===== src/rtl/addsub_pkg.sv =====
// rtl/addsub_pkg.sv - shared types and constants for the byte-serial add/sub sequencer
package addsub_pkg;

  localparam int BYTE_W        = 8;
  localparam int DEFAULT_BYTES = 4;

  typedef enum logic [1:0] {
    IDLE = 2'd0,
    RUN  = 2'd1,
    DONE = 2'd2
  } state_e;

endpackage


===== src/rtl/addsub_byte.sv =====
// rtl/addsub_byte.sv - combinational 8-bit add/sub slice with carry chain and signed overflow
module addsub_byte
  import addsub_pkg::*;
(
  input  logic [BYTE_W-1:0] a_i,
  input  logic [BYTE_W-1:0] b_i,
  input  logic              op_i,
  input  logic              ci_i,
  output logic [BYTE_W-1:0] s_o,
  output logic              co_o,
  output logic              ovf_o
);

  logic [BYTE_W-1:0] b_x;
  logic [BYTE_W:0]   sum;

  // Subtract is x + ~y + carry-in; the sequencer seeds the first carry with op.
  always_comb begin
    b_x   = b_i ^ {BYTE_W{op_i}};
    sum   = {1'b0, a_i} + {1'b0, b_x} + {{BYTE_W{1'b0}}, ci_i};
    s_o   = sum[BYTE_W-1:0];
    co_o  = sum[BYTE_W];
    ovf_o = (a_i[BYTE_W-1] == b_x[BYTE_W-1]) && (sum[BYTE_W-1] != a_i[BYTE_W-1]);
  end

endmodule


===== src/rtl/addsub_seq.sv =====
// rtl/addsub_seq.sv - byte-serial multi-byte add/sub sequencer (optional clamp: ADDSUB_SEQ_SAT_EN)
module addsub_seq
  import addsub_pkg::*;
#(
  parameter int BYTES = DEFAULT_BYTES
) (
  input  logic                  clk,
  input  logic                  rst_n,
  input  logic                  in_valid_i,
  output logic                  in_ready_o,
  input  logic                  op_i,
  input  logic [BYTE_W*BYTES-1:0] x_i,
  input  logic [BYTE_W*BYTES-1:0] y_i,
  output logic                  out_valid_o,
  input  logic                  out_ready_i,
  output logic [BYTE_W*BYTES-1:0] r_o,
  output logic                  of_o,
  output logic                  co_o
);

  localparam int W  = BYTE_W * BYTES;
  localparam int IW = $clog2(BYTES) + 1;
  localparam int SW = (BYTES > 1) ? $clog2(BYTES) : 1;

  state_e                         state_q;
  logic [IW-1:0]                  idx_q;
  logic                           c_q;
  logic                           op_q;
  logic [BYTES-1:0][BYTE_W-1:0]   x_q;
  logic [BYTES-1:0][BYTE_W-1:0]   y_q;
  logic [BYTES-1:0][BYTE_W-1:0]   r_q;
  logic [BYTES-1:0][BYTE_W-1:0]   r_d;
  logic                           in_ready_q;
  logic                           out_valid_q;
  logic                           of_q;
  logic                           co_q;

  logic [SW-1:0]                  sel;
  logic                           last;
  logic [BYTE_W-1:0]              slice_s;
  logic                           slice_co;
  logic                           slice_ovf;

  assign sel  = idx_q[SW-1:0];
  assign last = (idx_q == IW'(BYTES - 1));

  addsub_byte u_slice (
    .a_i   (x_q[sel]),
    .b_i   (y_q[sel]),
    .op_i  (op_q),
    .ci_i  (c_q),
    .s_o   (slice_s),
    .co_o  (slice_co),
    .ovf_o (slice_ovf)
  );

  // Merge the current slice byte into the result; optionally clamp on the final byte.
  always_comb begin
    r_d      = r_q;
    r_d[sel] = slice_s;
`ifdef ADDSUB_SEQ_SAT_EN
    if (last && slice_ovf) begin
      r_d = x_q[BYTES-1][BYTE_W-1] ? {1'b1, {(W-1){1'b0}}} : {1'b0, {(W-1){1'b1}}};
    end
`endif
  end

  // Sequencer FSM: accept operands, walk bytes LSB first, then hold the result until taken.
  always_ff @(posedge clk or negedge rst_n) begin
    if (!rst_n) begin
      state_q     <= IDLE;
      idx_q       <= '0;
      c_q         <= 1'b0;
      op_q        <= 1'b0;
      x_q         <= '0;
      y_q         <= '0;
      r_q         <= '0;
      in_ready_q  <= 1'b1;
      out_valid_q <= 1'b0;
      of_q        <= 1'b0;
      co_q        <= 1'b0;
    end else begin
      case (state_q)
        IDLE: begin
          if (in_valid_i && in_ready_q) begin
            x_q        <= x_i;
            y_q        <= y_i;
            op_q       <= op_i;
            c_q        <= op_i;
            idx_q      <= '0;
            r_q        <= '0;
            of_q       <= 1'b0;
            co_q       <= 1'b0;
            in_ready_q <= 1'b0;
            state_q    <= RUN;
          end
        end
        RUN: begin
          r_q   <= r_d;
          c_q   <= slice_co;
          idx_q <= idx_q + 1'b1;
          if (last) begin
            of_q        <= slice_ovf;
            co_q        <= slice_co ^ op_q;
            out_valid_q <= 1'b1;
            state_q     <= DONE;
          end
        end
        DONE: begin
          if (out_ready_i) begin
            out_valid_q <= 1'b0;
            in_ready_q  <= 1'b1;
            state_q     <= IDLE;
          end
        end
        default: begin
          state_q <= IDLE;
        end
      endcase
    end
  end

  assign in_ready_o  = in_ready_q;
  assign out_valid_o = out_valid_q;
  assign r_o         = r_q;
  assign of_o        = of_q;
  assign co_o        = co_q;

endmodule


===== config.mk =====
export PLATFORM = sky130hd
export DESIGN_NAME = addsub_seq
export DESIGN_NICKNAME = d
export VERILOG_FILES = /design/src/rtl/addsub_pkg.sv /design/src/rtl/addsub_byte.sv /design/src/rtl/addsub_seq.sv
export SDC_FILE = /design/constraint.sdc
export NUM_CORES = 1
export LEC_CHECK = 0
export BUFFER_PORTS_ARGS = -buffer_cell sky130_fd_sc_hd__buf_4
export CAP_MARGIN = 20
export CORE_ASPECT_RATIO = 1.1
export CORE_MARGIN = 5
export CORE_UTILIZATION = 45
export DETAILED_ROUTE_END_ITERATION = 12
export PLACE_DENSITY = 0.76
export SLEW_MARGIN = 10
export SYNTH_ARGS = -nofsm -noshare
export SYNTH_HDL_FRONTEND = slang
export SYNTH_HIERARCHICAL = 1
export SYNTH_SLANG_ARGS = --single-unit

===== constraint.sdc =====
create_clock -name clk -period 6.3 [get_ports clk]
set_input_delay 0.315 -clock clk [delete_from_list [all_inputs] [get_ports clk]]
set_output_delay 0.315 -clock clk [all_outputs]
set_load 0.05 [all_outputs]

== Word level (Yosys, flattened, before mapping) ==
Cells that the tools add are included.
Storage, ports and cells
  bits in registers: 107
  input port bits: 69
  output and inout bits: 36
  logic and storage cells: 75
Operators by class
  add/subtract/negate cells: 3
  magnitude comparators: 2
  equality and inequality tests: 8
  multiplexer cells: 27
  bitwise logic cells: 2
  reduce and logical (&&, ||, !) cells: 13
Operators by type and width (count)
  $pmux 32 s2: 1
  $bmux 8 s2: 2
  $bwmux 32: 1
  $mux 32: 1
  $mux 8: 3
  $demux 8 s2: 1
  $reduce_and 3->1: 4
  $pmux 1 s2: 5
  $add 8x8->9: 1
  $add 9x1->9: 1
  $xor 8x8->8: 1
  $mux 1: 7
  $mux 2: 3
  $ne 2x2->1 const B: 3
  $pmux 2 s3: 1
  $pmux 3 s2: 1
  $reduce_bool 2->1: 3
  $reduce_and 2->1: 2
  $add 3x1->3 const B: 1
  $eq 3x2->1 const B: 1
  $logic_and 1x1->1: 3
  $lt 2x3->1 const B: 1
  $mux 3: 1
  $eq 2x1->1 const B: 1
  other kinds (6): 6

== Longest topological paths before layout ==
Gate-level depths: netlist of the first run.
  depth in word-level cells: 9
  mapped depth: 12
  depth with buffers taken out: 10

== Cells and area by module ==
The synthesis of the first run kept the hierarchy.
Modules (own cells, without submodules)
  addsub_seq: times used 1, cells an instance 422, area an instance 4541.9 um^2, seq. area each 2678.8 um^2
  addsub_byte: times used 1, cells an instance 60, area an instance 465.4 um^2, seq. area each 0.0 um^2

== Worst setup path before layout of the first run ==
Ideal clock, no wire load.
  kind: register to register
  from: register idx_q[0]
  to: register co_q, in the netlist co_o
  arrival: 3.096 ns
  slack: 3.082 ns
  stages on the path, launching flop included: 13
  path buffers: 2
  clock period less this slack: 3.218 ns
  cells stage by stage: dfrtp_1 -> buf_2 -> buf_4 -> mux4_2 -> xnor2_1 -> fa_1 -> fa_1 -> nor2b_1 -> o31a_1 -> o31ai_1 -> a21oi_1 -> xnor2_1 -> o2bb2ai_1
On the way
  word-level cells in the longest chain between the ends: 8
  elaborated cells on any way between the ends: 13
  those cells by class: add/sub (2); eq/ne (2); mux (6); bitwise (2); reduce/logical (1)
Ends and longest elaborated chain
  start, declared: line addsub_seq.sv:26  | logic [IW-1:0] idx_q;
  start signal, assigned: line addsub_seq.sv:101  | idx_q <= idx_q + 1'b1;
  $bmux 8 s2: line addsub_seq.sv:49  | .b_i (y_q[sel]),
  $mux 8 (not written as such): line addsub_seq.sv:49
  $xor 8x8->8: line addsub_byte.sv:19  | b_x = b_i ^ {BYTE_W{op_i}};
  $add 8x8->9 (*): line addsub_byte.sv:20  | sum = {1'b0, a_i} + {1'b0, b_x} + {{BYTE_W{1'b0}}, ci_i};
  $add 9x1->9 (*): line addsub_byte.sv:20
  named net slice_co: line addsub_seq.sv:41  | logic slice_co;
  $xor 1x1->1 (*): line addsub_seq.sv:104  | co_q <= slice_co ^ op_q;
  $mux 1 (*): line addsub_seq.sv:102  | if (last) begin
  $pmux 1 s2 (*): line addsub_seq.sv:83  | case (state_q)
  end signal, assigned: line addsub_seq.sv:104
  end, declared: line addsub_seq.sv:36  | logic co_q;
Mark *: on every way through the listed nets, which the timed path passes. The rest lies on a longest branch. The select of a mux whose other input is x is not followed.
A chain may end at the register's enable or synchronous reset.

== Worst setup path after layout of the first run ==
Ends and elaborated chain as after synthesis.

==> results of run 1 <==
[layout make-up]
type,instances,area [um2],area share
clock buffers,9,225,0.0364
clock inverters,7,83.8,0.0136
inverters,14,52.6,0.00850
multi-input cells,334,2130,0.344
flip-flops and latches,107,2680,0.433
well taps,147,184,0.0297
repair buffers,108,833,0.135
[state kept, by name, summed over array words and instances (netlist names)]
register and cells:
c_q 1, co_o 1, idx_q 3, in_ready_o 1
of_o 1, op_q 1, out_valid_o 1, r_o 32
state_q 2, x_q 32, y_q 32
[synthesized netlist by cell type (2+ instances only)]
cell type	instances	area share
ha_1	12	0.030
buf_2	13	0.013
nor2b_1	2	0.0025
and3b_1	4	0.0070
inv_1	14	0.010
nand2b_1	2	0.0025
o21ai_0	7	0.0070
nor2_4	4	0.0090
buf_6	6	0.013
nor2_1	7	0.0052
mux4_2	16	0.072
nand2_1	199	0.15
a22o_1	32	0.056
clkbuf_1	7	0.0052
dfrtp_1	106	0.53
a21boi_1	2	0.0030
fa_1	2	0.0080
nand3_1	6	0.0060
a21oi_2	2	0.0035
and2b_1	2	0.0030
xor2_1	8	0.014
a21oi_1	6	0.0060
o31ai_1	2	0.0030
xnor2_1	3	0.0052
o21a_1	3	0.0045
[path summary, 6_finish.rpt]
kind / slack (ps) / cells after the start / endpoint
max in group asynchronous: 4630 / 3 / y_q[8]
worst min-delay path: 150 / 3 / y_q[14]
worst min register to register: 470 / 2 / x_q[24]
worst max-delay path: 2810 / 11 / co_o
min in group asynchronous: 500 / 2 / r_o[19]
worst max register to register: 2810 / 11 / co_o
[power groups by stage]
stage / sequential [mW] / clock (mW) / combinational [mW]
2_1_floorplan: 0.700 / 0 / 0.00107
3_3_place_gp: 0.700 / 0 / 0.0468
3_5_place_dp: 0.700 / 0 / 0.0479
4_1_cts: 0.686 / 0.581 / 0.0486
5_1_grt: 0.686 / 0.613 / 0.0524
6_report: 0.686 / 0.573 / 0.0470
[cells in the final DEF, fill, tap and decap left out, types with 2 or more instances in the layout]
master	count
a21oi_1	6
ha_1	12
nor2b_1	2
clkinv_4	2
nand3_1	6
clkbuf_16	9
o21ai_0	7
buf_4	106
inv_1	14
dfrtp_1	106
xor2_1	8
inv_6	2
nand2_1	199
mux4_2	16
and2b_1	2
nor2_1	7
nor2_4	4
a21oi_2	2
o31ai_1	2
a22o_1	32
nand2b_1	2
o21a_1	3
and3b_1	4
xnor2_1	3
a21boi_1	2
fa_1	2
[per-stage QoR]
stage,util,setup slack [ps]
2_1_floorplan,-,3080
3_3_place_gp,0.535,2580
3_5_place_dp,0.538,2880
4_1_cts,0.567,2800
5_1_grt,0.567,2630
6_report,0.567,2810
[metal layers]
metal	GRT usage	routed length, um	vias up
met5	0	0	-
li1	-	-	1801
met1	0.226	4940	1754
met2	0.299	5800	128
met4	0.0747	278	0
met3	0.0315	601	21
[logic make-up (layout without fill, tap and decap cells)]
logic type,after synthesis,count (layout),share of synthesized area
AO/OA/AOI/OAI,62,62,0.0974
buffers and inverters,41,138,0.0437
AND/OR/NAND/NOR,230,230,0.192
flip-flops,107,107,0.535
adder cells (fa/ha/maj),14,14,0.0380
XOR/XNOR,11,11,0.0192
multiplexers,17,17,0.0750
[critical path, cell delays in order, from the launching register on]
cell and delay, ps:
dfrtp_1 660, buf_16 230, mux4_2 520, xnor2_1 150, fa_1 420, fa_1 430
nor2b_1 180, o31a_1 220, o31ai_1 110, a21oi_1 220, xnor2_1 150, o2bb2ai_1 80
==> impl_metrics.tcl, run 1 <==
set metrics [dict create \
    grt_pass1_wl_um 19100 \
    antenna_cells 0 \
    finClkSkew_ps 13.1 \
    syn2layout_area_growth_pct 23.5 \
    hpwlAfterDp_um 8430 \
    ys_seq_area_frac 0.535 \
    synth_area_per_cell_um2 10.4 \
    worst_pin_slew_ps 963 \
    insertion_delay_ps 350 \
    place_area_um2 5860 \
    p_sw_mw 0.278 \
    grt_max_degree 72 \
    crit_fanout 13 \
    combPwrFrac 0.036 \
    ant_nets 0 \
    post_drt_wl_per_cell_um 16.0 \
    hold_buffers 1 \
    cts_buffer_depth 2 \
    grt_pass1_vias 3902 \
    fin_nets 657 \
    placed_cells 709 \
    maxSlewViolCount 0 \
    clkPwrFrac 0.439 \
    port-buffer-count 104 \
    min_from "y_i[14]" \
    crit_start "idx_q[0]" \
    max_slew_margin 0.357 \
    maxCapViolCount 0 \
    final_cells 726 \
    yosysWarnings 6 \
    clkTransAtPathRegs_ps 70 \
    min_period_ps 3490 \
    power.total_mw 1.31 \
    antenna_found_initial 0 \
    cts_inserted_buffers 9 \
    ys_seq_elements 107 \
    die_y_um 121 \
    place_congestion 0.866 \
    cell_internal_pwr_mw 1.03 \
    grt_util_all_layers 0.177 \
    cts_setup_buffers 0 \
    leakage_nw 3.36 \
    path_class "flip-flop to flip-flop" \
    r2r-start "idx_q[0]" \
    endpoint_kind "flip-flop" \
    tns_ps 0 \
    die_x_um 111 \
    syn-num-nets 565 \
    finalCritPeriodShare 0.554 \
    hold_viol_final 0 \
    initial_core_util 0.459 \
    synth_edf_count 0 \
    powerDensity_nw_per_um2 211 \
    viasPerCell 5.10 \
    num_io_pins 105 \
    status "finished, final reports clean" \
    report.final.setup_viol 0 \
    p_sw_frac 0.212 \
    wl_um 11600 \
    synthArstFlopShare 1.00 \
    syn_area_um2 5010 \
    clock-sinks 107 \
    rows 40 \
    cp-start-kind "flip-flop" \
    rsz0062_at_grt "no" \
    fmax_mhz 286 \
    ys.flop_type "dfrtp_1" \
    final_cell_area_um2 6180 \
    drt_iter0_drc 183 \
    peakVddDrop_mv 0.118 \
    pwr-share-seq 0.525 \
    hold_ws_ps 153 \
    cts.repair.resized 0 \
    drc_errors 0 \
    synthCells 482 \
    cts_root_buf "clkbuf_16" \
    num_vias 3704 \
    firstDrtPassIters 4 \
    cts_max_level 3 \
    worstPathRequired_ps 6530 \
    die_area_um2 13300 \
    hold_class "input port to flip-flop" \
    tritoncts "yes" \
    overflow 0 \
    critPathArrivalTime_ps 3720 \
    synthDistinctLibCells 40 \
    drive_above_1_share 0.259 \
    core_um2 10900 \
    fill_cells 976 \
]
Power figures use the tool's default switching activity.
==> inputs of run 2 (changes only) <==
--- a/config.mk
+++ b/config.mk
@@ -11,7 +11,7 @@
 export CORE_MARGIN = 5
 export CORE_UTILIZATION = 45
 export DETAILED_ROUTE_END_ITERATION = 12
-export PLACE_DENSITY = 0.76
+export PLACE_DENSITY = 0.78
 export SLEW_MARGIN = 10
 export SYNTH_ARGS = -nofsm -noshare
 export SYNTH_HDL_FRONTEND = slang
==> constraint.sdc (replaced) <==
create_clock -name clk -period 2.8 [get_ports clk]
set_input_delay 0.14 -clock clk [delete_from_list [all_inputs] [get_ports clk]]
set_output_delay 0.14 -clock clk [all_outputs]
set_load 0.05 [all_outputs]
==> run 2 against run 1 <==
Against the previous run:
- the flow now finishes with violations (negative setup slack)
- register-to-register slack lost 3000 ps
- non-clock buffer count grew 74
- maximum frequency grew 18%
- critical endpoint unchanged
- largest cell class unchanged
- largest power group unchanged
==> impl_metrics.tcl, run 2 (synthesis results as in run 1) <==
set metrics [dict create \
    die_x_um 111 \
    critPathArrivalTime_ps 3180 \
    maxSlewViolCount 0 \
    rsz0062_at_grt "yes" \
    firstDrtPassIters 4 \
    status "finished with violations" \
    crit_fanout 4 \
    power.total_mw 3.04 \
    min_period_ps 2950 \
    cts_root_buf "clkbuf_16" \
    hold_ws_ps 1.52 \
    initial_core_util 0.459 \
    tns_ps -1170 \
    crit_slowest_cell "mux4_2" \
    grt_pass1_vias 4362 \
    cp-start-kind "flip-flop" \
    max_slew_margin 0.368 \
    num_vias 4120 \
    antenna_found_initial 0 \
    cp_slowest_stage_delay_ps 540 \
    fin_ws_ps -148 \
    overflow 0 \
    drive_above_1_share 0.288 \
    path_class "flip-flop to flip-flop" \
    crit_chain "mux4_2 > xnor2_1 > fa_2 > fa_2 > nor2b_4 > o31a_1 > o31ai_4 > a21oi_2 > xnor2_1 > o2bb2ai_1" \
    place_congestion 0.875 \
    viasPerCell 5.15 \
    core_um2 10900 \
    drt_iter0_drc 233 \
    maxCapViolCount 0 \
    endpoint_kind "flip-flop" \
    syn2layout_area_growth_pct 40.6 \
    grt_util_all_layers 0.199 \
    leakage_nw 3.73 \
    worstPathRequired_ps 3030 \
    tritoncts "yes" \
    pre_cts_slack_ps -136 \
    peakVddDrop_mv 0.353 \
    post_drt_wl_per_cell_um 16.2 \
    insertion_delay_ps 350 \
    ant_nets 0 \
    clock-sinks 107 \
    violations "negative setup slack" \
    powerDensity_nw_per_um2 432 \
    rows 40 \
    grt_pass1_wl_um 21600 \
    num_io_pins 105 \
    fmax_mhz 339 \
    drc_errors 0 \
    cts_inserted_buffers 9 \
    cts_buffer_depth 2 \
    fin_nets 731 \
    finClkSkew_ps 9.79 \
    place_area_um2 6050 \
    hold_viol_final 0 \
    die_y_um 121 \
    final_common_cell "nand2_1" \
    finalCritPeriodShare 1.05 \
    port-buffer-count 104 \
    wl_um 13000 \
    hpwlAfterDp_um 8620 \
    hold_class "input port to flip-flop" \
    clkTransAtPathRegs_ps 70 \
    final_cell_mix "199 x nand2_1, 123 x buf_4, 105 x dfrtp_1, 51 x dlygate4sd3_1, 32 x a22o_1" \
    antenna_cells 0 \
    worst_pin_slew_ps 948 \
    grt_max_degree 70 \
    cts_max_level 3 \
    report.final.setup_viol 15 \
    final_cell_area_um2 7040 \
    die_area_um2 13300 \
]
## run 2: cell count changes in the layout (fill, tap and decap cells not counted), sizes merged
cell / previous run / this run
inv: 17 / 18
buf: 107 / 130
clkinv: 2 / 1
dlygate4sd3: 1 / 51
clkbuf: 9 / 10
## run 2: through the flow
step / utilization / cells
2_1_floorplan: - / 482
3_3_place_gp: 0.554 / 727
3_5_place_dp: 0.554 / 727
4_1_cts: 0.639 / 797
5_1_grt: 0.645 / 800
6_report: 0.645 / 800
## run 2: where the power goes
group	internal [mW]	switching, mW
clock	0.712	0.614
combinational	0.110	0.0577
sequential	1.54	0
## run 2: repair_timing
action | 4_1_cts | 5_1_grt
endpoints found under the setup margin | 18 | 22
gates cloned | 1 | 0
gates resized for setup | 10 | 10
endpoints found under the hold margin | 99 | 2
buffers inserted | 4 | 1
hold buffers | 49 | 2
pin swaps | 5 | 6
## run 2: layout make-up
type | instances | area (um2)
Clock buffer | 9 | 225
Clock inverter | 7 | 83.8
Fill cell | 814 | 3870
Inverter | 14 | 52.6
Multi-Input combinational cell | 334 | 2220
Sequential cell | 107 | 2680
Tap cell | 147 | 184
Timing Repair Buffer | 182 | 1590
## run 2: path summary, 6_finish.rpt
kind                           from          to  slack [ps]  cells after the start
max in group asynchronous     rst_n  in_ready_o        1670                      3
min in group asynchronous     rst_n      r_o[1]         350                      2
setup / recovery           idx_q[0]        co_o        -150                     10
hold / removal               y_i[9]      y_q[9]           2                      3
setup reg to reg           idx_q[0]        co_o        -150                     10
hold reg to reg             x_q[20]     x_q[20]         470                      2
## run 2: worst max-delay path, delay by kind of cell (launching register included)
family,cells,cell delay (ps)
mux,1,540
flops,1,450
fa+ha+maj,2,780
xor+xnor,2,330
compound gates,4,610
simple gates,1,120
## run 2: per-layer routing
layer	wire length [um]	global-route usage
met3	644	0.0395
met2	6680	0.346
met5	0	0
met1	5350	0.253
met4	312	0.0608
